[config.mk]
export PLATFORM = sky130hd
export DESIGN_NAME = rec_tran
export DESIGN_NICKNAME = d
export VERILOG_FILES = /design/src/rtl/rec_tran_pkg.sv /design/src/rtl/rec_uart_rx.sv /design/src/rtl/rec_tran.sv
export SDC_FILE = /design/constraint.sdc
export NUM_CORES = 1
export LEC_CHECK = 0
export ABC_AREA = 1
export CORE_MARGIN = 1
export CORE_UTILIZATION = 55
export DETAILED_ROUTE_END_ITERATION = 16
export PLACE_DENSITY_LB_ADDON = 0.12
export SLEW_MARGIN = 20
export SYNTH_ARGS = -nofsm -noshare
export SYNTH_HDL_FRONTEND = slang
export SYNTH_HIERARCHICAL = 1
export SYNTH_SLANG_ARGS = --single-unit
[constraint.sdc]
create_clock -name i_clk -period 3.7 [get_ports i_clk]
set_input_delay 0.37 -clock i_clk [delete_from_list [all_inputs] [get_ports i_clk]]
set_output_delay 0.37 -clock i_clk [all_outputs]
set_load 0.02 [all_outputs]
[src/rtl/rec_tran_pkg.sv]
// ---------------------------------------------------------------------------
// rec_tran_pkg
// Shared definitions for the OTN receive path (rec_tran) and its UART
// deserializer (rec_uart_rx):
//   - rt_state_e : receive FSM encodings, also shown on the LEDs
//   - rx_state_e : deserializer phase encodings
//   - CRC-8 constants and the byte-wise CRC-8 update, shared with the mapper
//   - default FAS byte values
// ---------------------------------------------------------------------------
package rec_tran_pkg;

  typedef enum logic [2:0] {
    ST_HUNT  = 3'd0,
    ST_FAS2  = 3'd1,
    ST_PYLD  = 3'd2,
    ST_CRCB  = 3'd3,
    ST_DRAIN = 3'd4,
    ST_ACK   = 3'd5
  } rt_state_e;

  typedef enum logic [1:0] {
    RX_IDLE  = 2'd0,
    RX_START = 2'd1,
    RX_DATA  = 2'd2,
    RX_STOP  = 2'd3
  } rx_state_e;

  localparam logic [7:0] CRC8_POLY   = 8'h07;
  localparam logic [7:0] CRC8_INIT   = 8'h00;
  localparam logic [7:0] FAS_B0_DFLT = 8'hF6;
  localparam logic [7:0] FAS_B1_DFLT = 8'h28;

  // CRC-8, MSB first: fold the whole byte in, then shift out 8 bits.
  function automatic logic [7:0] crc8_update(input logic [7:0] crc_in,
                                             input logic [7:0] data_in);
    logic [7:0] c;
    c = crc_in ^ data_in;
    for (int i = 0; i < 8; i++) begin
      if (c[7]) begin
        c = {c[6:0], 1'b0} ^ CRC8_POLY;
      end else begin
        c = {c[6:0], 1'b0};
      end
    end
    return c;
  endfunction

endpackage

[src/rtl/rec_uart_rx.sv]
// ---------------------------------------------------------------------------
// rec_uart_rx
// 8N1 deserializer running on a 16x-baud enable.
//   i_clk, i_rst          : clock, synchronous active-high reset
//   i_sclk_en_16_x_baud   : one-cycle enable at 16x baud
//   i_rx                  : asynchronous serial line, idle high
//   o_byte                : last received byte (valid with o_byte_stb)
//   o_byte_stb            : one-cycle strobe, byte received with good stop bit
//   o_frame_err           : one-cycle strobe, stop bit sampled low (byte lost)
// ---------------------------------------------------------------------------
module rec_uart_rx
  import rec_tran_pkg::*;
(
  input  logic       i_clk,
  input  logic       i_rst,
  input  logic       i_sclk_en_16_x_baud,
  input  logic       i_rx,
  output logic [7:0] o_byte,
  output logic       o_byte_stb,
  output logic       o_frame_err
);

  logic      rx_meta_r;
  logic      rx_sync_r;
  logic      rx_last_r;
  rx_state_e state_r;
  rx_state_e state_nxt_s;
  logic [3:0] tick_cnt_r;
  logic [3:0] tick_cnt_nxt_s;
  logic [2:0] bit_idx_r;
  logic [2:0] bit_idx_nxt_s;
  logic [7:0] shift_r;
  logic [7:0] shift_nxt_s;
  logic       byte_stb_r;
  logic       byte_stb_nxt_s;
  logic       frame_err_r;
  logic       frame_err_nxt_s;

  // Two-flop synchronizer plus the line level seen at the previous tick.
  always_ff @(posedge i_clk) begin
    if (i_rst) begin
      rx_meta_r <= 1'b1;
      rx_sync_r <= 1'b1;
      rx_last_r <= 1'b1;
    end else begin
      rx_meta_r <= i_rx;
      rx_sync_r <= rx_meta_r;
      if (i_sclk_en_16_x_baud) begin
        rx_last_r <= rx_sync_r;
      end
    end
  end

  // Deserializer state, counters and output strobes.
  always_ff @(posedge i_clk) begin
    if (i_rst) begin
      state_r     <= RX_IDLE;
      tick_cnt_r  <= 4'd0;
      bit_idx_r   <= 3'd0;
      shift_r     <= 8'h00;
      byte_stb_r  <= 1'b0;
      frame_err_r <= 1'b0;
    end else begin
      state_r     <= state_nxt_s;
      tick_cnt_r  <= tick_cnt_nxt_s;
      bit_idx_r   <= bit_idx_nxt_s;
      shift_r     <= shift_nxt_s;
      byte_stb_r  <= byte_stb_nxt_s;
      frame_err_r <= frame_err_nxt_s;
    end
  end

  // Next state: start detected on a falling edge between ticks, verified at
  // tick 8 (mid start bit), then every 16 ticks lands mid-bit.
  always_comb begin
    state_nxt_s    = state_r;
    tick_cnt_nxt_s = tick_cnt_r;
    bit_idx_nxt_s  = bit_idx_r;
    shift_nxt_s    = shift_r;
    if (i_sclk_en_16_x_baud) begin
      case (state_r)
        RX_IDLE: begin
          if (rx_last_r && !rx_sync_r) begin
            state_nxt_s    = RX_START;
            tick_cnt_nxt_s = 4'd0;
          end else begin
            state_nxt_s    = RX_IDLE;
          end
        end
        RX_START: begin
          if (tick_cnt_r == 4'd7) begin
            tick_cnt_nxt_s = 4'd0;
            bit_idx_nxt_s  = 3'd0;
            if (!rx_sync_r) begin
              state_nxt_s = RX_DATA;
            end else begin
              state_nxt_s = RX_IDLE;
            end
          end else begin
            tick_cnt_nxt_s = tick_cnt_r + 4'd1;
          end
        end
        RX_DATA: begin
          if (tick_cnt_r == 4'd15) begin
            tick_cnt_nxt_s = 4'd0;
            shift_nxt_s    = {rx_sync_r, shift_r[7:1]};
            if (bit_idx_r == 3'd7) begin
              state_nxt_s = RX_STOP;
            end else begin
              bit_idx_nxt_s = bit_idx_r + 3'd1;
            end
          end else begin
            tick_cnt_nxt_s = tick_cnt_r + 4'd1;
          end
        end
        RX_STOP: begin
          if (tick_cnt_r == 4'd15) begin
            tick_cnt_nxt_s = 4'd0;
            state_nxt_s    = RX_IDLE;
          end else begin
            tick_cnt_nxt_s = tick_cnt_r + 4'd1;
          end
        end
        default: begin
          state_nxt_s    = RX_IDLE;
          tick_cnt_nxt_s = 4'd0;
        end
      endcase
    end else begin
      state_nxt_s = state_r;
    end
  end

  // Output strobes decided at the mid-stop-bit sample.
  always_comb begin
    byte_stb_nxt_s  = 1'b0;
    frame_err_nxt_s = 1'b0;
    if (i_sclk_en_16_x_baud && (state_r == RX_STOP) && (tick_cnt_r == 4'd15)) begin
      byte_stb_nxt_s  = rx_sync_r;
      frame_err_nxt_s = !rx_sync_r;
    end else begin
      byte_stb_nxt_s  = 1'b0;
      frame_err_nxt_s = 1'b0;
    end
  end

  assign o_byte      = shift_r;
  assign o_byte_stb  = byte_stb_r;
  assign o_frame_err = frame_err_r;

endmodule

[src/rtl/rec_tran.sv]
// ---------------------------------------------------------------------------
// rec_tran
// Receive side of the OTN ARQ link: deserializes the 8N1 line, hunts for the
// FAS, buffers one frame, checks its CRC-8, streams the payload out on an
// AXIS-style byte interface and returns an ACK level to the sender.
//   i_clk, i_rst          : clock, synchronous active-high reset
//   i_sclk_en_16_x_baud   : one-cycle enable at 16x baud
//   i_otn_rx_data         : serial line from the sender (idle high)
//   i_arq_en              : ARQ mode, sampled only when the CRC byte arrives
//   o_otn_tx_ack          : ACK level, high for ACK_TICKS enable ticks
//   o_pyld_data/_valid    : payload byte stream, i_pyld_data_ready handshake
//   o_crc_val             : CRC byte carried by the last frame
//   o_crc_err             : one-cycle pulse on CRC mismatch
//   o_rt_state            : FSM state for LEDs
// Build option REC_TRAN_ERR_CNT_EN adds o_err_cnt, a saturating count of CRC
// errors and stop-bit framing errors.
// ---------------------------------------------------------------------------
module rec_tran
  import rec_tran_pkg::*;
#(
  parameter int         PYLD_BYTES = 16,
  parameter int         ACK_TICKS  = 32,
  parameter logic [7:0] FAS_B0     = FAS_B0_DFLT,
  parameter logic [7:0] FAS_B1     = FAS_B1_DFLT
) (
  input  logic       i_clk,
  input  logic       i_rst,
  input  logic       i_sclk_en_16_x_baud,
  input  logic       i_otn_rx_data,
  input  logic       i_arq_en,
  output logic       o_otn_tx_ack,
  output logic [7:0] o_pyld_data,
  output logic       o_pyld_data_valid,
  input  logic       i_pyld_data_ready,
  output logic [7:0] o_crc_val,
  output logic       o_crc_err,
`ifdef REC_TRAN_ERR_CNT_EN
  output logic [7:0] o_err_cnt,
`endif
  output logic [2:0] o_rt_state
);

  localparam int CNT_W = $clog2(PYLD_BYTES + 1);
  localparam int IDX_W = (PYLD_BYTES > 1) ? $clog2(PYLD_BYTES) : 1;
  localparam int ACK_W = $clog2(ACK_TICKS + 1);
  localparam logic [CNT_W-1:0] CNT_LAST = CNT_W'(PYLD_BYTES - 1);
  localparam logic [ACK_W-1:0] ACK_LAST = ACK_W'(ACK_TICKS - 1);

  logic [7:0] rx_byte_s;
  logic       rx_stb_s;
  logic       rx_ferr_s;

  rt_state_e        state_r;
  rt_state_e        state_nxt_s;
  logic [CNT_W-1:0] cnt_r;
  logic [CNT_W-1:0] cnt_nxt_s;
  logic [7:0]       crc_r;
  logic [7:0]       crc_nxt_s;
  logic             ack_pend_r;
  logic             ack_pend_nxt_s;
  logic [ACK_W-1:0] ack_cnt_r;
  logic [ACK_W-1:0] ack_cnt_nxt_s;
  logic             buf_we_s;
  logic [7:0]       buf_r [PYLD_BYTES];
  logic             drain_hs_s;

  logic [7:0] pyld_data_r;
  logic [7:0] pyld_data_nxt_s;
  logic       pyld_valid_r;
  logic       pyld_valid_nxt_s;
  logic       ack_r;
  logic       ack_nxt_s;
  logic [7:0] crc_val_r;
  logic [7:0] crc_val_nxt_s;
  logic       crc_err_r;
  logic       crc_err_nxt_s;
  logic [2:0] rt_state_r;

  rec_uart_rx u_rx (
    .i_clk               (i_clk),
    .i_rst               (i_rst),
    .i_sclk_en_16_x_baud (i_sclk_en_16_x_baud),
    .i_rx                (i_otn_rx_data),
    .o_byte              (rx_byte_s),
    .o_byte_stb          (rx_stb_s),
    .o_frame_err         (rx_ferr_s)
  );

  assign drain_hs_s = pyld_valid_r && i_pyld_data_ready;

  // FSM state and frame datapath registers.
  always_ff @(posedge i_clk) begin
    if (i_rst) begin
      state_r    <= ST_HUNT;
      cnt_r      <= {CNT_W{1'b0}};
      crc_r      <= CRC8_INIT;
      ack_pend_r <= 1'b0;
      ack_cnt_r  <= {ACK_W{1'b0}};
    end else begin
      state_r    <= state_nxt_s;
      cnt_r      <= cnt_nxt_s;
      crc_r      <= crc_nxt_s;
      ack_pend_r <= ack_pend_nxt_s;
      ack_cnt_r  <= ack_cnt_nxt_s;
    end
  end

  // Payload buffer; contents are don't-care after reset.
  always_ff @(posedge i_clk) begin
    if (buf_we_s) begin
      buf_r[cnt_r[IDX_W-1:0]] <= rx_byte_s;
    end
  end

  // Next state. Bytes arriving in DRAIN/ACK are simply ignored.
  always_comb begin
    state_nxt_s    = state_r;
    cnt_nxt_s      = cnt_r;
    crc_nxt_s      = crc_r;
    ack_pend_nxt_s = ack_pend_r;
    ack_cnt_nxt_s  = ack_cnt_r;
    buf_we_s       = 1'b0;
    crc_err_nxt_s  = 1'b0;
    crc_val_nxt_s  = crc_val_r;
    case (state_r)
      ST_HUNT: begin
        if (rx_stb_s && (rx_byte_s == FAS_B0)) begin
          state_nxt_s = ST_FAS2;
        end else begin
          state_nxt_s = ST_HUNT;
        end
      end
      ST_FAS2: begin
        if (rx_stb_s) begin
          if (rx_byte_s == FAS_B1) begin
            state_nxt_s = ST_PYLD;
            cnt_nxt_s   = {CNT_W{1'b0}};
            crc_nxt_s   = CRC8_INIT;
          end else if (rx_byte_s == FAS_B0) begin
            state_nxt_s = ST_FAS2;  // repeated FAS_B0 may be the real start
          end else begin
            state_nxt_s = ST_HUNT;
          end
        end else begin
          state_nxt_s = ST_FAS2;
        end
      end
      ST_PYLD: begin
        if (rx_stb_s) begin
          buf_we_s  = 1'b1;
          crc_nxt_s = crc8_update(crc_r, rx_byte_s);
          if (cnt_r == CNT_LAST) begin
            state_nxt_s = ST_CRCB;
            cnt_nxt_s   = {CNT_W{1'b0}};
          end else begin
            cnt_nxt_s   = cnt_r + CNT_W'(1);
          end
        end else begin
          state_nxt_s = ST_PYLD;
        end
      end
      ST_CRCB: begin
        if (rx_stb_s) begin
          crc_val_nxt_s = rx_byte_s;
          cnt_nxt_s     = {CNT_W{1'b0}};
          crc_err_nxt_s = (rx_byte_s != crc_r);
          if (i_arq_en) begin
            // With ARQ a bad frame is dropped silently; the sender times out.
            if (rx_byte_s == crc_r) begin
              state_nxt_s    = ST_DRAIN;
              ack_pend_nxt_s = 1'b1;
            end else begin
              state_nxt_s    = ST_HUNT;
              ack_pend_nxt_s = 1'b0;
            end
          end else begin
            state_nxt_s    = ST_DRAIN;
            ack_pend_nxt_s = 1'b0;
          end
        end else begin
          state_nxt_s = ST_CRCB;
        end
      end
      ST_DRAIN: begin
        if (drain_hs_s) begin
          if (cnt_r == CNT_LAST) begin
            ack_cnt_nxt_s = {ACK_W{1'b0}};
            if (ack_pend_r) begin
              state_nxt_s = ST_ACK;
            end else begin
              state_nxt_s = ST_HUNT;
            end
          end else begin
            cnt_nxt_s = cnt_r + CNT_W'(1);
          end
        end else begin
          state_nxt_s = ST_DRAIN;
        end
      end
      ST_ACK: begin
        if (i_sclk_en_16_x_baud) begin
          if (ack_cnt_r == ACK_LAST) begin
            state_nxt_s = ST_HUNT;
          end else begin
            ack_cnt_nxt_s = ack_cnt_r + ACK_W'(1);
          end
        end else begin
          state_nxt_s = ST_ACK;
        end
      end
      default: begin
        state_nxt_s = ST_HUNT;
      end
    endcase
  end

  // Registered-output values derived from the upcoming state, so the first
  // payload byte is presented the cycle after the CRC byte strobe.
  always_comb begin
    pyld_valid_nxt_s = (state_nxt_s == ST_DRAIN);
    ack_nxt_s        = (state_nxt_s == ST_ACK);
    if (state_nxt_s == ST_DRAIN) begin
      pyld_data_nxt_s = buf_r[cnt_nxt_s[IDX_W-1:0]];
    end else begin
      pyld_data_nxt_s = 8'h00;
    end
  end

  // Output registers.
  always_ff @(posedge i_clk) begin
    if (i_rst) begin
      pyld_data_r  <= 8'h00;
      pyld_valid_r <= 1'b0;
      ack_r        <= 1'b0;
      crc_val_r    <= 8'h00;
      crc_err_r    <= 1'b0;
      rt_state_r   <= 3'd0;
    end else begin
      pyld_data_r  <= pyld_data_nxt_s;
      pyld_valid_r <= pyld_valid_nxt_s;
      ack_r        <= ack_nxt_s;
      crc_val_r    <= crc_val_nxt_s;
      crc_err_r    <= crc_err_nxt_s;
      rt_state_r   <= state_nxt_s;
    end
  end

`ifdef REC_TRAN_ERR_CNT_EN
  logic [7:0] err_cnt_r;

  // Saturating count of CRC errors and stop-bit framing errors.
  always_ff @(posedge i_clk) begin
    if (i_rst) begin
      err_cnt_r <= 8'h00;
    end else if ((crc_err_nxt_s || rx_ferr_s) && (err_cnt_r != 8'hFF)) begin
      err_cnt_r <= err_cnt_r + 8'd1;
    end
  end

  assign o_err_cnt = err_cnt_r;
`else
  // Framing errors only feed the optional error counter.
  logic unused_ferr_s;
  assign unused_ferr_s = rx_ferr_s;
`endif

  assign o_otn_tx_ack      = ack_r;
  assign o_pyld_data       = pyld_data_r;
  assign o_pyld_data_valid = pyld_valid_r;
  assign o_crc_val         = crc_val_r;
  assign o_crc_err         = crc_err_r;
  assign o_rt_state        = rt_state_r;

endmodule

==> run_results.csv, run 1 <==
group,metric,value,unit
sta,fmax,340,MHz
setup_path,crit_path_start_kind,"flop",
floorplan,die_h,130,um
drt,drt_iter0_drc,607,
placement,dp_cells,1154,
drt,drc,0,
sta,final_hold_viol_count,0,
sta,setup_tns,0,ns
finish,fin_nets,975,
sta,timing.hold.ws,0.410,ns
sta,tightest_slew,0.900,ns
setup_path,worst_path_largest_cell_delay,0.57,ns
sta,slew_viol_final,0,
setup_path,worst_ep_required_time,4.02,ns
synth,synth-warning-count,6,
floorplan,die_x,130,um
setup_path,path_delay_family,"simple AND/OR/NAND/NOR gates",
setup_path,worstReg2RegStart,"cnt_r[1]$_SDFF_PP0_",
finish,final_layout_size_suffix_gt1_frac,0.0948,
sta,period_needed,2.94,ns
sta,finClkSkew,0.0105,ns
finish,multi_input_area,0.00310,sq mm
finish,diodes,0,
grt,grt_pass1_vias,5913,
grt,grt_overflow,0,
power_and_ir_drop,power.leakage,3.95,nW
grt,grt.total_usage,0.259,
synth,syn_inst,930,
synth,syn_area,0.00895,sq mm
placement,pre_cts_slack,0.761,ns
setup_path,reg2reg_slack,0.76,ns
min_path,hp-class,"flop to flop",
clock_network,cts_tree,"yes",
floorplan,dieArea,0.0168,sq mm
finish,nFillCells,1391,
grt,grt_pass1_wl,32200,um
finish,area_delta_synth_final,11.4,%
setup_path,critPathKind,"flop to flop",
setup_path,critPathArrivalTime,3.26,ns
floorplan,pin_count,28,
floorplan,core_area,0.0159,sq mm
setup_path,cp_cell_sequence,"ha_1, nand4_4, ha_1, nor2_2, nor2_4, buf_4, nand3_1, nand3_1, nand3_1, nand2_1, nand2_1, nand2_1, nor2_1",
finish,fin_cells,1186,
clock_network,cts_hold_buffers,0,
min_path,whs_path_depth,1,
drt,viasPerCell,5.41,
finish,seq_area,0.00510,sq mm
drt,first_pass_iters,5,
drt,wl_per_cell,16.9,um
sta,finalCritPeriodShare,0.795,
clock_network,htreeDepth,4,
clock_network,clockBufferDepth,2,
power_and_ir_drop,power.density,428,mW/mm^2
sta,relSlewSlack,0.398,
min_path,whs_endpoint,"u_rx/rx_sync_r$_SDFF_PP1_",
drt,vias,6415,
setup_path,critPathMaxFanout,65,
sta,fin_ws,0.760,ns
clock_network,cts_setup_buffers,0,
synth,avgSynthCellArea,9.62,sq um
floorplan,start_util,0.563,
setup_path,cp_num_buf_inv,1,
grt,grt_max_degree,66,
synth,syn_nets,948,
clock_network,ctsResizeCount,0,
drt,final_antenna_net_count,0,
clock_network,clk_pin_slew,0.07,ns
grt,grt_antenna_before_repair,0,
setup_path,r2r-end,"o_pyld_data[0]$_SDFF_PP0_",
sta,rsz0062_at_grt,"no",
drt,wirelength,20100,um
floorplan,num_rows,46,
min_path,min_from,"u_rx/rx_meta_r$_SDFF_PP1_",
placement,gp_congestion,0.889,
clock_network,cts_sinks,191,
placement,port_buffers,27,
clock_network,numCtsBuffers,17,
outcome,status,"finished clean",
power_and_ir_drop,ir_drop,0.000322,V
setup_path,critPathCaptureType,"flop",
placement,dpl.hpwl,12300,um
clock_network,clkLatencyLatePin,0.44,ns
sta,setup_violations,0,
setup_path,crit_slowest_cell,"buf_4",
clock_network,clockRootBuffer,"clkbuf_16",
setup_path,reg2regPathDepth,13,
job,maxCapViolCount,0,
==> registers in the layout, summed over array words and instances (netlist names), 3 cells and up, named ones only <==
name             cells
u_rx/tick_cnt_r      4
o_pyld_data          8
cnt_r                5
ack_cnt_r            6
o_rt_state           3
buf_r              128
u_rx/o_byte          8
u_rx/bit_idx_r       3
crc_r                8
o_crc_val            8
==> area by class of cell <==
cell class | count | share of cell area
Clock inverter | 11 | 0.0137
Timing Repair Buffer | 45 | 0.0407
Inverter | 129 | 0.0491
Tap cell | 216 | 0.0271
Clock buffer | 21 | 0.0462
Sequential cell | 191 | 0.512
Multi-Input combinational cell | 573 | 0.311
==> worst max path at each step <==
stage                         from                   endpoint  slack [ns]  depth (start not counted)
2_1_floorplan  cnt_r[1]$_SDFF_PP0_  o_pyld_data[0]$_SDFF_PP0_        1.54                         12
3_3_place_gp   cnt_r[1]$_SDFF_PP0_  o_pyld_data[7]$_SDFF_PP0_        0.84                         11
3_5_place_dp   cnt_r[1]$_SDFF_PP0_  o_pyld_data[7]$_SDFF_PP0_        0.76                         11
4_1_cts        cnt_r[1]$_SDFF_PP0_  o_pyld_data[7]$_SDFF_PP0_        0.75                         11
5_1_grt        cnt_r[1]$_SDFF_PP0_  o_pyld_data[7]$_SDFF_PP0_        0.54                         12
6_report       cnt_r[1]$_SDFF_PP0_  o_pyld_data[0]$_SDFF_PP0_        0.76                         13
==> layer usage <==
layer	GRT usage	share of wire
met4	0.0958	0.021
met5	0	0
met1	0.357	0.46
met3	0.0392	0.050
met2	0.415	0.47
==> power breakdown <==
part	internal, mW	switching, mW
Sequential	2.26	0.00827
Clock	1.10	0.778
Combinational	0.0434	0.0771
==> placed cells by master, fill, tap and decap left out, types with 3 or more instances in the layout <==
cell,count
inv_2,7
ha_1,12
nor3_1,4
inv_1,120
edfxtp_1,128
nand2_4,6
bufinv_16,3
buf_4,18
clkbuf_16,17
nand2_2,7
clkinv_2,5
xor2_1,8
or2_2,5
nand3_2,3
nand3b_1,49
nand4_1,10
dfxtp_1,63
o21ai_0,26
nor2_4,3
nor2_1,71
nor2_2,4
nand2_1,157
a21oi_1,41
nand3_1,131
clkdlybuf4s50_1,27
xnor2_1,13
==> metrics by stage <==
stage,total power [mW],instance area (sq um),util
after floorplan,2.39,8950,-
after global placement,2.44,9370,0.590
after detailed placement,2.44,9370,0.590
after CTS,4.29,9970,0.627
after global routing,4.38,9970,0.627
final,4.26,9970,0.627
No activity file was read; power rests on OpenSTA's default activity.
==> inputs of run 2 (changes only) <==
==> constraint.sdc (replaced) <==
create_clock -name i_clk -period 2.54 [get_ports i_clk]
set_input_delay 0.254 -clock i_clk [delete_from_list [all_inputs] [get_ports i_clk]]
set_output_delay 0.254 -clock i_clk [all_outputs]
set_load 0.02 [all_outputs]
==> run_results.csv, run 2 (same netlist as run 1, synthesis figures left out) <==
group,metric,value,unit
outcome,status,"finished clean",
placement,placed_area,0.00971,sq mm
power_and_ir_drop,p_comb_frac,0.029,
sta,fin_ws,0.193,ns
power_and_ir_drop,power.leakage,4.15,nW
power_and_ir_drop,p_sw_frac,0.199,
placement,pre_cts_slack,0.175,ns
clock_network,clk_pin_slew,0.06,ns
drt,drc,0,
clock_network,cts_tree,"yes",
setup_path,worst_ep_required_time,2.86,ns
finish,fin_cells,1221,
clock_network,clockBufferDepth,2,
clock_network,cts_sinks,191,
setup_path,cp_cell_sequence,"ha_1, nand4_4, ha_1, nor2_2, nor2_4, buf_12, nand3b_1, nand3_1, nand3_1, a21oi_1, nor2_1",
setup_path,critPathArrivalTime,2.67,ns
power_and_ir_drop,fin_total_pwr,6.23,mW
setup_path,critPathKind,"flop to flop",
drt,wl_per_cell,17.0,um
clock_network,cts_setup_buffers,0,
floorplan,num_rows,46,
finish,largest_reg_flops,128,
grt,grt_max_degree,65,
finish,layout_commonest_cell,"nand2_1",
power_and_ir_drop,switching_power,1.24,mW
clock_network,cts_hold_buffers,0,
clock_network,htreeDepth,4,
power_and_ir_drop,ir_drop,0.000477,V
finish,area_delta_synth_final,15.2,%
clock_network,ctsResizeCount,0,
grt,grt_antenna_before_repair,0,
placement,port_buffers,27,
clock_network,clockRootBuffer,"clkbuf_16",
drt,drt_iter0_drc,569,
min_path,hp-class,"input port to flop",
setup_path,worst_path_largest_cell_delay,0.34,ns
power_and_ir_drop,power.density,604,mW/mm^2
floorplan,start_util,0.563,
drt,wirelength,20700,um
setup_path,crit_path_start_kind,"flop",
grt,grt.total_usage,0.268,
sta,finalCritPeriodShare,0.924,
finish,diodes,0,
sta,final_hold_viol_count,0,
sta,fmax,426,MHz
sta,finClkSkew,0.00773,ns
placement,dp_cells,1189,
placement,dpl.hpwl,13300,um
drt,vias,6607,
power_and_ir_drop,p_int,4.99,mW
power_and_ir_drop,clockPowerShare,0.440,
sta,relSlewSlack,0.671,
finish,fin_nets,1010,
drt,final_antenna_net_count,0,
drt,first_pass_iters,5,
sta,tightest_slew,0.494,ns
job,maxCapViolCount,0,
placement,gp_congestion,0.925,
sta,rsz0062_at_grt,"no",
finish,fin_util,0.649,
drt,viasPerCell,5.41,
finish,final_layout_size_suffix_gt1_frac,0.122,
sta,period_needed,2.35,ns
setup_path,critPathMaxFanout,64,
floorplan,dieArea,0.0168,sq mm
floorplan,die_h,130,um
sta,setup_tns,0,ns
grt,grt_overflow,0,
finish,design_area,0.0103,sq mm
power_and_ir_drop,seqPwrFrac,0.530,
floorplan,core_area,0.0159,sq mm
setup_path,crit_slowest_cell,"dfxtp_1",
sta,slew_viol_final,0,
grt,grt_pass1_wl,33200,um
grt,grt_pass1_vias,6230,
setup_path,critPathCaptureType,"flop",
floorplan,die_x,130,um
clock_network,numCtsBuffers,17,
clock_network,clkLatencyLatePin,0.43,ns
sta,timing.hold.ws,0.388,ns
floorplan,pin_count,28,
sta,setup_violations,0,
finish,layout_common_cells,"157 x nand2_1, 131 x nand3_1, 128 x edfxtp_1",
-- run 2: final timing paths --
kind | start | to | slack, ns | cells past startpoint
worst min-delay path | i_otn_rx_data | u_rx/rx_meta_r$_SDFF_PP1_ | 0.39 | 2
worst min register to register | u_rx/rx_meta_r$_SDFF_PP1_ | u_rx/rx_sync_r$_SDFF_PP1_ | 0.41 | 1
worst max register to register | cnt_r[0]$_SDFF_PP0_ | o_pyld_data[0]$_SDFF_PP0_ | 0.19 | 11
worst max-delay path | cnt_r[0]$_SDFF_PP0_ | o_pyld_data[0]$_SDFF_PP0_ | 0.19 | 11
-- run 2: layout make-up --
type / count / area (sq um)
clock buffer: 19 / 433
clock inverter: 13 / 169
fill: 1329 / 5580
inverter: 129 / 489
multi-input combinational: 573 / 3100
sequential: 191 / 5100
tap: 216 / 270
timing repair buffer: 80 / 743
-- run 2: power groups by stage --
| stage | logic (mW) | registers (mW) | clock network (mW) |
|---|---|---|---|
| CTS | 0.183 | 3.31 | 2.78 |
| detailed placement | 0.182 | 3.37 | 0 |
| global placement | 0.180 | 3.37 | 0 |
| floorplan | 0.0912 | 3.39 | 0 |
| finish | 0.182 | 3.31 | 2.74 |
| global route | 0.198 | 3.31 | 2.90 |
-- run 2: per-layer routing --
layer,GRT usage,share of wire
met1,0.363,0.45
met2,0.432,0.47
met3,0.0438,0.053
met4,0.107,0.027
met5,0,0
-- run 2: critical path, delay by kind of cell, from the launching register on --
family	cells	cell delay [ns]
and+or+nand+nor	7	0.78
adders and majority gates	2	0.56
DFF	1	0.34
buffers and inverters	1	0.30
AOI/OAI and AO/OA	1	0.23
==> inputs of run 3 (changes only) <==
--- a/config.mk
+++ b/config.mk
@@ -5,7 +5,6 @@
 export SDC_FILE = /design/constraint.sdc
 export NUM_CORES = 1
 export LEC_CHECK = 0
-export ABC_AREA = 1
 export CORE_MARGIN = 1
 export CORE_UTILIZATION = 55
 export DETAILED_ROUTE_END_ITERATION = 16
==> run_results.csv, run 3 <==
group,metric,value,unit
drt,drc,0,
sta,finClkSkew,0.0143,ns
sta,finalCritPeriodShare,1.09,
floorplan,dieArea,0.0154,sq mm
drt,viasPerCell,5.78,
setup_path,critPathKind,"flop to flop",
synth,avgSynthCellArea,12.5,sq um
finish,final_layout_size_suffix_gt1_frac,0.208,
clock_network,numCtsBuffers,17,
job,maxCapViolCount,0,
floorplan,die_x,124,um
grt,grt_antenna_before_repair,0,
finish,largest_reg_flops,128,
outcome,status,"finished with violations",
sta,slew_viol_final,0,
grt,grt.total_usage,0.251,
drt,final_antenna_net_count,0,
synth,syn_area,0.00820,sq mm
synth,syn_inst,658,
setup_path,critPathMaxFanout,12,
synth,syn_nets,676,
finish,fin_nets,775,
floorplan,pin_count,28,
synth,synth-warning-count,6,
sta,final_hold_viol_count,0,
finish,nFillCells,1037,
drt,wl_per_cell,19.7,um
finish,area_delta_synth_final,22.5,%
grt,grt_overflow,0,
power_and_ir_drop,power.density,584,mW/mm^2
finish,diodes,0,
sta,timing.hold.ws,0.385,ns
outcome,violations,"setup timing",
placement,dp_cells,914,
drt,first_pass_iters,5,
sta,setup_violations,8,
sta,fmax,361,MHz
setup_path,crit_path_start_kind,"flop",
placement,pre_cts_slack,-0.262,ns
clock_network,clk_pin_slew,0.07,ns
finish,layout_common_cells,"128 x edfxtp_1, 85 x nand2_1, 77 x buf_4",
sta,relSlewSlack,0.654,
clock_network,clockRootBuffer,"clkbuf_16",
clock_network,clkLatencyLatePin,0.44,ns
placement,dpl.hpwl,12200,um
grt,grt_max_degree,30,
sta,rsz0062_at_grt,"yes",
sta,period_needed,2.77,ns
placement,port_buffers,27,
floorplan,num_rows,44,
clock_network,cts_tree,"yes",
drt,drt_iter0_drc,372,
floorplan,start_util,0.564,
sta,tightest_slew,0.515,ns
drt,wirelength,18800,um
finish,fin_util,0.692,
floorplan,core_area,0.0145,sq mm
grt,grt_pass1_vias,5375,
finish,layout_commonest_cell,"edfxtp_1",
clock_network,clockBufferDepth,2,
clock_network,htreeDepth,4,
drt,vias,5513,
finish,fin_cells,954,
floorplan,die_h,124,um
clock_network,cts_hold_buffers,0,
power_and_ir_drop,ir_drop,0.000475,V
sta,fin_ws,-0.233,ns
setup_path,critPathCaptureType,"flop",
setup_path,critPathArrivalTime,3.10,ns
clock_network,cts_sinks,191,
power_and_ir_drop,power.leakage,3.56,nW
setup_path,worst_ep_required_time,2.87,ns
min_path,hp-class,"input port to flop",
grt,grt_pass1_wl,28000,um
placement,gp_congestion,0.817,
sta,setup_tns,-1.59,ns
run 3: path summary, 6_finish.rpt:
kind | to | from | slack (ns) | cells after the start
setup reg to reg | o_pyld_data[6]$_SDFF_PP0_ | u_rx/o_byte[6]$_SDFFE_PP0P_ | -0.23 | 9
hold / removal | u_rx/rx_meta_r$_SDFF_PP1_ | i_otn_rx_data | 0.38 | 2
setup / recovery | o_pyld_data[6]$_SDFF_PP0_ | u_rx/o_byte[6]$_SDFFE_PP0P_ | -0.23 | 9
hold reg to reg | u_rx/rx_sync_r$_SDFF_PP1_ | u_rx/rx_meta_r$_SDFF_PP1_ | 0.43 | 1
run 3: per-layer routing:
layer  vias to the layer above  track usage  wire, um
met5                         -            0         0
met4                         0        0.109       408
met3                        29       0.0513       676
met2                       136        0.435      9720
met1                      2710        0.302      8000
li1                       2638            -         -
run 3: what timing repair did:
| action | CTS | global route |
|---|---|---|
| resized for setup | 2 | 17 |
| setup endpoints to repair | 8 | 8 |
| cloned | 0 | 3 |
| endpoints found under the hold margin | 0 | 0 |
| buffers inserted | 2 | 4 |
| pin swaps | 1 | 3 |
run 3: per-stage QoR:
stage / total power, mW / area [sq um]
after floorplan: 3.36 / 8280
after global placement: 3.38 / 9260
after detailed placement: 3.38 / 9260
after CTS: 5.91 / 9860
after global routing: 6.02 / 10100
final: 5.87 / 10100
run 3: worst max-delay path: stages, from the launching register on:
cell       delay [ns]
dfxtp_4          0.34
or4b_4           0.54
or4_4            0.45
a31oi_4          0.17
buf_12           0.15
clkbuf_16        0.18
mux2i_1          0.20
mux2i_1          0.12
a22o_1           0.25
a221o_1          0.25
run 3: layout make-up:
type                    instances  area, sq um  area share
repair buffers                115         1070       0.107
clock inverters                11          113      0.0112
multi-input cells             420         3000       0.299
well taps                     184          230      0.0229
inverters                      12         45.0     0.00448
flip-flops and latches        191         5120       0.510
clock buffers                  21          460      0.0458
run 3: power breakdown:
part	total, mW	internal [mW]	switching (mW)
combinational	0.0381	0.0166	0.0215
sequential	3.28	3.27	0.00365
clock	2.56	1.41	1.15
